`src/rtl/dpll_step_sequencer.sv`:
```
// dpll_step_sequencer: steps the DPLL core through NUM_STEPS tuning words.
// For each setpoint it programs the tuning word, waits for stable lock, dwells,
// then moves on. A settle timeout latches a fault until enable drops.
// Optional build macro: DPLL_SEQ_PINGPONG_EN (bounce the sweep instead of wrapping).
//
// state    | meaning
// ---------+---------------------------------------------------------------
// IDLE     | sweep disabled, step index parked at 0
// LOAD     | compute and present the tuning word, restart the settle timer
// WAIT_ACK | cfg_valid held until the DPLL acknowledges the tuning word
// SETTLE   | counting consecutive lock cycles, settle timer still running
// DWELL    | locked; holding the setpoint for DWELL_CYCLES
// NEXT     | advance the step index, toggle the step LED
// FAULT    | settle/ack timeout latched, waiting for enable to drop
module dpll_step_sequencer #(
   parameter int               FTW_W        = 24,
   parameter int               NUM_STEPS    = 5,
   parameter logic [FTW_W-1:0] FTW_BASE     = FTW_W'(24'h100000),
   parameter logic [FTW_W-1:0] FTW_STEP     = FTW_W'(24'h001000),
   parameter int               LOCK_HOLD    = 64,
   parameter int               SETTLE_MAX   = 12000,
   parameter int               DWELL_CYCLES = 24000
) (
   input  logic             clk_12MHz,
   input  logic             reset,
   input  logic             enable,
   input  logic             lock_in,
   input  logic             cfg_ack,
   output logic             cfg_valid,
   output logic [FTW_W-1:0] cfg_ftw,
   output logic [2:0]       step_idx,
   output logic             fault,
   output logic [2:0]       leds
);

   localparam int TMR_W   = $clog2(SETTLE_MAX + 1);
   localparam int HOLD_W  = $clog2(LOCK_HOLD + 1);
   localparam int DWELL_W = $clog2(DWELL_CYCLES + 1);

   localparam logic [TMR_W-1:0]   TMR_LAST   = TMR_W'(SETTLE_MAX - 1);
   localparam logic [TMR_W-1:0]   TMR_MAX    = TMR_W'(SETTLE_MAX);
   localparam logic [HOLD_W-1:0]  HOLD_LAST  = HOLD_W'(LOCK_HOLD - 1);
   localparam logic [HOLD_W-1:0]  HOLD_MAX   = HOLD_W'(LOCK_HOLD);
   localparam logic [DWELL_W-1:0] DWELL_LAST = DWELL_W'(DWELL_CYCLES - 1);
   localparam logic [DWELL_W-1:0] DWELL_MAX  = DWELL_W'(DWELL_CYCLES);
   localparam logic [2:0]         STEP_LAST  = 3'(NUM_STEPS - 1);

   typedef enum logic [2:0] {
      IDLE, LOAD, WAIT_ACK, SETTLE, DWELL, NEXT, FAULT
   } state_t;

   state_t             state;
   logic [TMR_W-1:0]   timer;
   logic [HOLD_W-1:0]  hold_cnt;
   logic [DWELL_W-1:0] dwell_cnt;

   logic [TMR_W-1:0]   timer_inc;
   logic [HOLD_W-1:0]  hold_inc;
   logic [DWELL_W-1:0] dwell_inc;
   logic [FTW_W-1:0]   ftw_calc;
   logic [2:0]         next_idx;

`ifdef DPLL_SEQ_PINGPONG_EN
   logic dir_down;
   logic next_dir_down;

   // Bounce between the end indices; the end index is never repeated.
   always_comb begin
      next_idx      = step_idx;
      next_dir_down = dir_down;
      if (!dir_down) begin
         if (step_idx == STEP_LAST) begin
            next_idx      = step_idx - 3'd1;
            next_dir_down = 1'b1;
         end else begin
            next_idx = step_idx + 3'd1;
         end
      end else begin
         if (step_idx == 3'd0) begin
            next_idx      = 3'd1;
            next_dir_down = 1'b0;
         end else begin
            next_idx = step_idx - 3'd1;
         end
      end
   end
`else
   // Wrap back to step 0 after the last setpoint.
   always_comb begin
      next_idx = (step_idx == STEP_LAST) ? 3'd0 : step_idx + 3'd1;
   end
`endif

   // Saturating counter increments and the tuning word for the current step.
   always_comb begin
      timer_inc = (timer == TMR_MAX) ? timer : timer + 1'b1;
      hold_inc  = (hold_cnt == HOLD_MAX) ? hold_cnt : hold_cnt + 1'b1;
      dwell_inc = (dwell_cnt == DWELL_MAX) ? dwell_cnt : dwell_cnt + 1'b1;
      ftw_calc  = FTW_BASE + FTW_W'(step_idx) * FTW_STEP;
   end

   // Sequencer FSM; all outputs are registered here.
   always_ff @(posedge clk_12MHz or posedge reset) begin
      if (reset) begin
         state     <= IDLE;
         cfg_valid <= 1'b0;
         cfg_ftw   <= '0;
         step_idx  <= 3'd0;
         fault     <= 1'b0;
         leds      <= 3'b000;
         timer     <= '0;
         hold_cnt  <= '0;
         dwell_cnt <= '0;
`ifdef DPLL_SEQ_PINGPONG_EN
         dir_down  <= 1'b0;
`endif
      end else if (!enable) begin
         // cfg_ftw deliberately keeps its last value
         state     <= IDLE;
         cfg_valid <= 1'b0;
         step_idx  <= 3'd0;
         fault     <= 1'b0;
         leds      <= 3'b000;
         timer     <= '0;
         hold_cnt  <= '0;
         dwell_cnt <= '0;
`ifdef DPLL_SEQ_PINGPONG_EN
         dir_down  <= 1'b0;
`endif
      end else begin
         case (state)
            IDLE: begin
               step_idx <= 3'd0;
               state    <= LOAD;
            end
            LOAD: begin
               cfg_ftw   <= ftw_calc;
               cfg_valid <= 1'b1;
               timer     <= '0;
               hold_cnt  <= '0;
               state     <= WAIT_ACK;
            end
            WAIT_ACK: begin
               if (cfg_ack) begin
                  cfg_valid <= 1'b0;
                  timer     <= timer_inc;
                  state     <= SETTLE;
               end else if (timer >= TMR_LAST) begin
                  cfg_valid <= 1'b0;
                  fault     <= 1'b1;
                  leds[1]   <= 1'b1;
                  leds[0]   <= 1'b0;
                  state     <= FAULT;
               end else begin
                  timer <= timer_inc;
               end
            end
            SETTLE: begin
               // lock completing on the last timer cycle still counts as success
               if (lock_in && hold_cnt == HOLD_LAST) begin
                  leds[0]   <= 1'b1;
                  dwell_cnt <= '0;
                  state     <= DWELL;
               end else if (timer >= TMR_LAST) begin
                  cfg_valid <= 1'b0;
                  fault     <= 1'b1;
                  leds[1]   <= 1'b1;
                  leds[0]   <= 1'b0;
                  state     <= FAULT;
               end else begin
                  timer    <= timer_inc;
                  hold_cnt <= lock_in ? hold_inc : '0;
               end
            end
            DWELL: begin
               if (!lock_in) begin
                  leds[0]  <= 1'b0;
                  timer    <= '0;
                  hold_cnt <= '0;
                  state    <= SETTLE;
               end else if (dwell_cnt == DWELL_LAST) begin
                  state <= NEXT;
               end else begin
                  dwell_cnt <= dwell_inc;
               end
            end
            NEXT: begin
               leds[0]  <= 1'b0;
               leds[2]  <= ~leds[2];
               step_idx <= next_idx;
`ifdef DPLL_SEQ_PINGPONG_EN
               dir_down <= next_dir_down;
`endif
               state    <= LOAD;
            end
            FAULT: begin
               fault     <= 1'b1;
               leds[1]   <= 1'b1;
               cfg_valid <= 1'b0;
            end
            default: state <= IDLE;
         endcase
      end
   end

endmodule

```
`config.mk`:
```
export PLATFORM = sky130hd
export DESIGN_NAME = dpll_step_sequencer
export DESIGN_NICKNAME = d
export VERILOG_FILES = /design/src/rtl/dpll_step_sequencer.sv
export SDC_FILE = /design/constraint.sdc
export NUM_CORES = 1
export LEC_CHECK = 0
export CAP_MARGIN = 15
export CORE_UTILIZATION = 61
export DETAILED_ROUTE_END_ITERATION = 8
export PLACE_DENSITY = 0.85
export SETUP_SLACK_MARGIN = 0.05
export SLEW_MARGIN = 20
export SYNTH_ARGS = -nofsm -noshare
export SYNTH_HDL_FRONTEND = slang
export SYNTH_SLANG_ARGS = --single-unit
```
`constraint.sdc`:
```
create_clock -name clk_12MHz -period 4 [get_ports clk_12MHz]
set_input_delay 0.4 -clock clk_12MHz [delete_from_list [all_inputs] [get_ports clk_12MHz]]
set_output_delay 0.4 -clock clk_12MHz [all_outputs]
set_load 0.1 [all_outputs]
```
==> impl_metrics.py <==
metrics = {
    "global_routing": {
        "grt_pass1_wl_mm": 11.6,
        "grt_overflow": 0,
        "antenna_found_initial": 0,
        "grt_pass1_vias": 2527,
        "track_usage": 0.271,
        "grt_max_degree": 52,
    },
    "floorplan": {
        "die-width_um": 74.9,
        "die_area_um2": 5610,
        "design.portCount": 37,
        "std_cell_rows": 26,
        "initial_core_util": 0.635,
        "fp.dieH_um": 74.9,
        "placeableCoreArea_um2": 5110,
    },
    "place": {
        "hpwl_mm": 4.90,
        "port-buffer-count": 16,
        "gp_congestion": 0.949,
    },
    "pwr": {
        "p_leak_nw": 1.47,
        "pwr_density_cell_nw_per_um2": 314,
        "ir_worst_vdd_v": 0.000178,
    },
    "critical_path": {
        "cp_data_arrival_time_ns": 2.94,
        "end_kind": "register",
        "path_max_fanout": 20,
        "critPathLaunchType": "primary input",
        "cp_data_required_time_ns": 4.24,
        "critical_path_class": "primary input to register",
    },
    "clock_tree": {
        "cts_buffer_depth": 2,
        "clk_latency_ns": 0.32,
        "htree_num_levels": 2,
        "cts_resized": 0,
        "clock_sinks": 51,
        "post_cts_buffers": 0,
        "cts_hold_buf": 0,
        "numCtsBuffers": 5,
        "cts_tree": "built",
        "cts.clk_slew.worst_paths_ns": 0.10,
        "root_buffer": "clkbuf_8",
    },
    "logic_synthesis": {
        "synth-edff-count": 0,
        "ys_ff_latch": 51,
        "synth_top_flop_cell": "dfrtp_1",
        "synth-simple-area-share": 0.234,
        "yosysWarnings": 0,
        "synth_top_area_frac": 0.393,
        "syn_inst": 388,
        "yosysSeqAreaShare": 0.393,
        "synth-xor-area-share": 0.00810,
        "synth_area_per_cell_um2": 8.36,
        "synth.area.top_cells": "dfrtp_1 39%, buf_4 4.9%, nand2_1 4.6%",
        "yosysTopAreaCell": "dfrtp_1",
        "synth_top_family_by_area": "simple AND/OR/NAND/NOR gates",
        "syn_area_um2": 3240,
        "synth_fa_ha_area_frac": 0.0309,
        "synth_async_sr_flop_share": 1.00,
        "yosysUniqueCellTypes": 57,
        "synth_compound_area_frac": 0.228,
        "synthMuxAreaShare": 0.0135,
    },
    "sta": {
        "max_freq_mhz": 371,
        "finalCritPeriodShare": 0.673,
        "slew-limit-headroom": 0.344,
        "setup_tns_ns": 0,
        "slew_violations": 0,
        "finClkSkew_ns": 0.0148,
        "worst_slew_pin_slew_ns": 0.981,
        "holdWs_ns": 0.475,
        "period_minus_slack_ns": 2.69,
        "setup_viol": 0,
        "finalHoldViolations": 0,
        "rsz0062_at_grt": "false",
    },
    "layout": {
        "layout-drive-gt1-share": 0.0532,
        "final_core_util": 0.678,
        "final.fill_count": 427,
        "fin_nets": 407,
        "diodes": 0,
        "area_growth_syn_to_layout_pct": 6.79,
    },
    "drt": {
        "drt_iter0_drc": 347,
        "routed_wl_mm": 7.13,
        "vias": 2888,
        "route.antenna.remaining_nets": 0,
        "drc": 0,
        "viasPerCell": 6.21,
        "wl_per_cell_um": 15.3,
        "drtPass1Iterations": 5,
    },
    "min_path": {
        "holdCritPathClass": "register to register",
    },
    "outcome": {
        "status": "finished, final reports clean",
    },
    "flow_run": {
        "drv_cap": 0,
    },
}
[per-layer routing]
| metal | share of wire | up-vias | global-route usage |
|---|---|---|---|
| li1 | - | 1383 | - |
| met1 | 0.45 | 1376 | 0.387 |
| met2 | 0.48 | 120 | 0.416 |
| met3 | 0.064 | 9 | 0.0495 |
| met4 | 0.012 | 0 | 0.0985 |
| met5 | 0 | - | 0 |
[per-stage QoR]
step / area (um2) / total power [mW] / worst slack [ns] / cells
6_report: 3460 / 1.09 / 1.31 / 465
5_1_grt: 3460 / 1.12 / 1.18 / 465
4_1_cts: 3460 / 1.09 / 1.07 / 465
3_5_place_dp: 3340 / 0.720 / 0.753 / 457
3_3_place_gp: 3340 / 0.717 / 0.851 / 457
2_1_floorplan: 3320 / 0.708 / 1.92 / 407
[final timing paths]
kind / from / to / slack [ns] / cells past startpoint
max in group asynchronous: reset / timer[0] / 2.92 / 2
min in group asynchronous: reset / timer[9] / 0.55 / 2
min reg2reg: cfg_ftw[20] / cfg_ftw[20] / 0.48 / 1
max: lock_in / dwell_cnt[11] / 1.31 / 7
max reg2reg: timer[0] / timer[7] / 1.33 / 7
min: cfg_ftw[20] / cfg_ftw[20] / 0.48 / 1
[flip-flops by register name (all words and copies together) (netlist names)]
signal / cells
state: 3
dwell_cnt: 15
step_idx: 3
timer: 14
fault: 1
cfg_ftw: 4
cfg_valid: 1
hold_cnt: 7
leds: 3
[cells in the mapped netlist, drive strengths merged, types with 2 or more instances]
library cell,instances
o22ai,2
or3,4
o21ba,2
a21oi,28
and2,4
ha,8
xor2,2
nor2,29
nand4bb,2
and4b,2
nor3,7
nand4,8
a21boi,3
a21o,5
o21a,2
o211ai,2
a31oi,12
a32oi,2
or4,5
o41ai,3
dfrtp,51
a41o,2
inv,18
o31ai,9
clkbuf,12
mux2,3
o21ai,37
or2,3
nand2,40
nand3,24
buf,25
and3,8
nor4,3
nand2b,5
[cell families after synthesis]
family	Yosys count
adder cells (fa/ha/maj)	8
other	1
buffers and inverters	55
AND/OR/NAND/NOR	149
multiplexers	4
XOR/XNOR	3
flip-flops	51
AO/OA/AOI/OAI	117
[cell type report]
type	count	area, um2	share of cell area
Clock buffer	6	82.6	0.0238
Timing Repair Buffer	17	168	0.0484
Clock inverter	2	35.0	0.0101
Sequential cell	51	1280	0.368
Tap cell	70	87.6	0.0253
Multi-Input combinational cell	301	1750	0.504
Inverter	18	68.8	0.0199
[critical path, stage by stage]
cell and delay [ns]:
clkdlybuf4s50_1 0.78, and4b_1 0.30, and2_1 0.31, nand3_2 0.14, a21boi_2 0.30, or4_1 0.53, a21oi_1 0.17
[placed cells by master, fill, tap and decap left out, types with 2 or more instances in the layout]
master and n:
dfrtp_1 51, nand2_1 40, nor2_1 29, a21oi_1 28, o21ai_0 26, nand3_1 23
conb_1 20, inv_1 17, clkdlybuf4s50_1 16, a31oi_1 12, o21ai_1 10, o31ai_1 9
and3_1 8, nand4_1 8, ha_1 8, nor3_1 7, clkbuf_8 6, nand2b_1 5
a21o_1 5, or4_1 5, and2_1 4, or3_1 4, nor4_1 3, o41ai_1 3
or2_2 3, mux2_2 3, a41o_1 2, and4b_1 2, nand4bb_1 2, o211ai_1 2
o21a_1 2, xor2_1 2, a21boi_0 2, o22ai_1 2, clkinv_2 2, o21ba_1 2
[report_power, final]
group / leakage (nW) / switching, mW / internal, mW / total [mW]
clock: 0.0612 / 0.172 / 0.203 / 0.374
sequential: 0.703 / 0.0127 / 0.520 / 0.533
combinational: 0.702 / 0.152 / 0.0273 / 0.179
Note: power is estimated with default switching activity, not from simulation.
